[config.mk]
export PLATFORM = sky130hd
export DESIGN_NAME = cnn_frame_loader
export DESIGN_NICKNAME = d
export VERILOG_FILES = /design/src/rtl/cnn_pkg.sv /design/src/rtl/cnn_frame_loader.sv
export SDC_FILE = /design/constraint.sdc
export NUM_CORES = 1
export LEC_CHECK = 0
export CORE_MARGIN = 4
export CORE_UTILIZATION = 30
export DETAILED_ROUTE_END_ITERATION = 16
export SYNTH_ARGS = -nofsm -noshare
export SYNTH_HDL_FRONTEND = slang
export SYNTH_SLANG_ARGS = --single-unit
export TNS_END_PERCENT = 20
[constraint.sdc]
create_clock -name clk -period 3.08 [get_ports clk]
set_clock_uncertainty 0.1 [all_clocks]
set_input_delay 0.616 -clock clk [delete_from_list [all_inputs] [get_ports clk]]
set_output_delay 0.616 -clock clk [all_outputs]
set_load 0.03 [all_outputs]
[src/rtl/cnn_pkg.sv]
// Shared constants and control-state encoding for the CNN front-end blocks.
package cnn_pkg;

    localparam int DATA_W  = 16;
    localparam int MAP_W   = 6;
    localparam int MAP_H   = 6;
    localparam int NUM_PIX = MAP_W * MAP_H;

    // Loader control states, reused by later control blocks.
    typedef enum logic [1:0] {
        FILL  = 2'd0,
        START = 2'd1,
        WAIT  = 2'd2
    } loader_state_e;

endpackage

[src/rtl/cnn_frame_loader.sv]
// Assembles a raster-order pixel stream into a frame buffer, launches the
// accelerator with a one-cycle start pulse and holds the buffer until done
// or timeout.
module cnn_frame_loader #(
    parameter  int DATA_W  = cnn_pkg::DATA_W,
    parameter  int MAP_W   = cnn_pkg::MAP_W,
    parameter  int MAP_H   = cnn_pkg::MAP_H,
    parameter  int TIMEOUT = 255,
    localparam int NUM_PIX = MAP_W * MAP_H
) (
    input  logic              clk,
    input  logic              reset,
    input  logic              s_valid,
    output logic              s_ready,
    input  logic [DATA_W-1:0] s_data,
    input  logic              s_last,
    output logic              acc_start,
    input  logic              acc_done,
    output logic [DATA_W-1:0] fmap_out [0:NUM_PIX-1],
    output logic              busy,
    output logic              frame_err,
    output logic              timeout_err,
    output logic [15:0]       frame_cnt
);
    import cnn_pkg::*;

    localparam int IDX_W = $clog2(NUM_PIX);
    localparam int TMR_W = $clog2(TIMEOUT + 1);
    localparam logic [IDX_W-1:0] LAST_IDX = IDX_W'(NUM_PIX - 1);
    localparam logic [TMR_W-1:0] TMR_END  = TMR_W'(TIMEOUT - 1);

    loader_state_e     state, state_nxt;
    logic [IDX_W-1:0]  wr_idx, idx_nxt;
    logic [TMR_W-1:0]  timer, tmr_nxt;
    logic              ferr_nxt, terr_nxt;
    logic [15:0]       cnt_nxt;
    logic              wr_en;
    logic [DATA_W-1:0] pix_buf [0:NUM_PIX-1];

    // Handshake and status outputs decode straight from the registered state.
    assign s_ready   = (state == FILL);
    assign acc_start = (state == START);
    assign busy      = (state == START) || (state == WAIT);
    assign fmap_out  = pix_buf;

    // Next-state, index, timer and flag update logic.
    always_comb begin
        state_nxt = state;
        idx_nxt   = wr_idx;
        tmr_nxt   = timer;
        ferr_nxt  = frame_err;
        terr_nxt  = timeout_err;
        cnt_nxt   = frame_cnt;
        wr_en     = 1'b0;
        case (state)
            FILL: begin
                if (s_valid) begin
                    wr_en = 1'b1;
                    if (wr_idx == LAST_IDX) begin
                        // Full pixel count reached: launch even if s_last is missing.
                        state_nxt = START;
                        idx_nxt   = '0;
                        if (!s_last) ferr_nxt = 1'b1;
                    end else if (s_last) begin
                        // Short frame: drop it, keep stale pixels, restart fill.
                        ferr_nxt = 1'b1;
                        idx_nxt  = '0;
                    end else begin
                        idx_nxt = wr_idx + 1'b1;
                    end
                end
            end
            START: begin
                tmr_nxt   = '0;
                state_nxt = WAIT;
            end
            WAIT: begin
                tmr_nxt = timer + 1'b1;
                // Done takes priority over a coincident timeout.
                if (acc_done) begin
                    state_nxt = FILL;
                    idx_nxt   = '0;
                    cnt_nxt   = frame_cnt + 16'd1;
                end else if (timer == TMR_END) begin
                    state_nxt = FILL;
                    idx_nxt   = '0;
                    terr_nxt  = 1'b1;
                end
            end
            default: begin
                state_nxt = FILL;
                idx_nxt   = '0;
            end
        endcase
    end

    // Control registers.
    always_ff @(posedge clk) begin
        if (reset) begin
            state       <= FILL;
            wr_idx      <= '0;
            timer       <= '0;
            frame_err   <= 1'b0;
            timeout_err <= 1'b0;
            frame_cnt   <= '0;
        end else begin
            state       <= state_nxt;
            wr_idx      <= idx_nxt;
            timer       <= tmr_nxt;
            frame_err   <= ferr_nxt;
            timeout_err <= terr_nxt;
            frame_cnt   <= cnt_nxt;
        end
    end

    // Frame buffer: written only in FILL, so it is stable through START/WAIT.
    always_ff @(posedge clk) begin
        if (reset) begin
            for (int i = 0; i < NUM_PIX; i++) pix_buf[i] <= '0;
        end else if (wr_en) begin
            pix_buf[wr_idx] <= s_data;
        end
    end

endmodule
==> summary.txt <==
Outcome
  • Status: complete, no violations

Timing
  • Max-slew headroom: 0.350
  • Worst hold slack: 288 ps
  • Final WS setup: 164 ps
  • Max Clk Rate: 0.343 GHz
  • Min Tclk post-route: 2920 ps
  • Final hold viol count: 0
  • Period utilization: 0.947
  • RSZ-0062 raised after global routing: no
  • TNS Setup: 0 ps
  • Slew Limit Fails: 0
  • Setup violators final: 0
  • Worst Tran Pin Value: 975 ps

Floorplan
  • Core region area: 74,400 µm²
  • Die area: 79,600 µm²
  • Die X: 282 µm
  • IO Pins: 618
  • Core Rows: 100
  • Die height: 282 µm
  • Initial Util: 0.303

Synth
  • Ys flop type: dfxtp_1
  • Post-synthesis cell count: 2,303
  • Syn_nets: 2,331
  • Yosys warnings: 0
  • Seq cells post-synth: 610
  • Syn avg cell area: 9.79 µm²
  • Asr flop ratio synth: 0
  • Post-synth cell types: 44
  • Synth Cell Area: 22,500 µm²
  • Sequential area share after synthesis: 0.542
  • Number of enable flip-flop cells after synthesis: 0

Clock network
  • CTS Hold Bufs: 0
  • Clock sink count: 610
  • Clock tree buffer depth: 3
  • TritonCTS clock tree: yes
  • CTS Buf Count: 68
  • H-tree depth: 3
  • Post-CTS Setup Inserts: 0
  • Clk_lat worst skew: 590 ps
  • PostCTS Resize Cnt: 0
  • Clock root buffer: clkbuf_16
  • Clock-pin slew on the worst setup and hold paths: 60 ps

Detailed routing
  • DRT Pass-1 Iters: 5
  • Initial drt markers: 1,146
  • Post-route ant nets: 0
  • Via density: 4.77
  • DR DRC count: 0
  • Routed WL: 86,000 µm
  • Via count: 18,600
  • Drt wl/cell: 22.1 µm

Critical path
  • Worst-path fanout max: 9
  • Setup crit start: state[0]
  • Crit end category: primary output
  • RR Startpoint: wr_idx[3]
  • R2R depth: 5
  • CP startpoint kind: flip-flop
  • Critical Path RT: 2360 ps
  • CP Data Arrival Time: 2200 ps
  • CP Class: reg2out

Layout
  • Layout cells sized above 1: 0.0795
  • # diodes: 0
  • Synthesis-to-layout area growth: 41.8%
  • Most frequent cells in the layout: dfxtp_1 (610), clkdlybuf4s50_1 (600), nor2_1 (471), mux2i_1 (448), nand2_1 (269)
  • Commonest non-fill, non-tap cell in the layout: dfxtp_1
  • Final net count: 2,902
  • Finished Cell Area: 32,000 µm²

Global routing
  • Global-route wire length before repair: 124,000 µm
  • Total grt overflow: 0
  • Number of global-route vias before repair: 18,500
  • Largest net degree at the start of global routing: 120
  • Initial antenna violation count: 0
  • GRT Total Usage: 0.207

Placement
  • PortBufs: 617
  • Routability congestion estimate: 0.782
  • Post-Place Setup Slack: 288 ps
  • Sum of net half-perimeters after detailed placement: 57,600 µm
  • DP Area: 29,800 µm²

Power
  • Pwr/cell area: 520 nW/µm²
  • Peak VDD IR: 435 µV
  • Leakage: 11.9 nW

Run
  • Number of max-cap violations: 0

Hold path
  • Hold crit path type: in2reg
  • Hold path depth: 3
  • Hold Path Origin: s_data[7]
==> path summary, 6_finish.rpt <==
check | end | slack, ps
worst min register to register | fmap_out[399] | 350
worst min-delay path | fmap_out[279] | 290
worst max-delay path | busy | 160
worst max register to register | fmap_out[351] | 750
==> cell type report <==
class / count / area (µm²)
clock buffers: 100 / 1980
clock inverters: 16 / 233
fillers: 7056 / 42500
inverters: 7 / 26.3
multi-input cells: 1487 / 9300
flip-flops and latches: 610 / 12200
well taps: 969 / 1210
repair buffers: 700 / 7010
==> cell families after synthesis <==
| kind of cell | after synthesis | synth area share |
|---|---|---|
| adders and majority gates | 7 | 0.00388 |
| xor gates and xnor gates | 16 | 0.00622 |
| buffers and inverters | 206 | 0.0461 |
| and+or+nand+nor | 848 | 0.164 |
| muxes | 448 | 0.199 |
| AOI/OAI and AO/OA | 168 | 0.0396 |
| DFF | 610 | 0.542 |
==> synth_stat cells (4+ instances only) <==
library cell	count	area (µm²)
a211oi_1	4	30.0
a21oi_1	141	706
buf_1	7	26.3
buf_2	59	295
buf_4	7	52.6
buf_6	16	180
buf_8	4	60.1
clkbuf_1	106	398
dfxtp_1	610	12200
ha_1	7	87.6
inv_1	7	26.3
mux2i_1	448	4480
nand2_1	269	1010
nand2b_1	6	37.5
nand3_1	23	115
nand4_1	12	75.1
nor2_1	471	1770
nor3_1	4	20.0
nor3_2	8	80.1
nor3_4	19	309
o21ai_0	9	45.0
o31ai_1	5	37.5
or3_1	6	37.5
or4_1	5	37.5
xnor2_1	6	52.6
xor2_1	10	87.6
==> report_power, final <==
group	switching [mW]	internal, mW	total [mW]
Combinational	0.516	0.164	0.680
Clock	3.34	4.68	8.03
Sequential	0.0154	7.91	7.93
Total	3.87	12.8	16.6
==> per-layer routing <==
layer	track usage	vias to the layer above	share of wire
met4	0.0725	0	0.034
met2	0.344	733	0.47
met5	0	-	0
li1	-	8745	-
met1	0.254	8925	0.41
met3	0.0659	148	0.086
==> worst max-delay path: stages (launching register included) <==
cell and delay, ps:
dfxtp_1 360, inv_1 70, ha_2 420, clkdlybuf4s50_1 760
==> through the flow <==
step,total power [mW],utilization,cells
global route,17.2,0.430,3889
detailed placement,8.80,0.400,3773
global placement,8.79,0.400,3773
CTS,16.9,0.430,3889
floorplan,8.45,-,2303
finish,16.6,0.430,3889
==> sequential cells by signal, indices dropped and copies added (netlist names) <==
| name | flops |
|---|---|
| state | 2 |
| timer | 8 |
| wr_idx | 6 |
| frame_cnt | 16 |
| frame_err | 1 |
| timeout_err | 1 |
| fmap_out | 576 |
No activity file was read; power rests on OpenSTA's default activity.
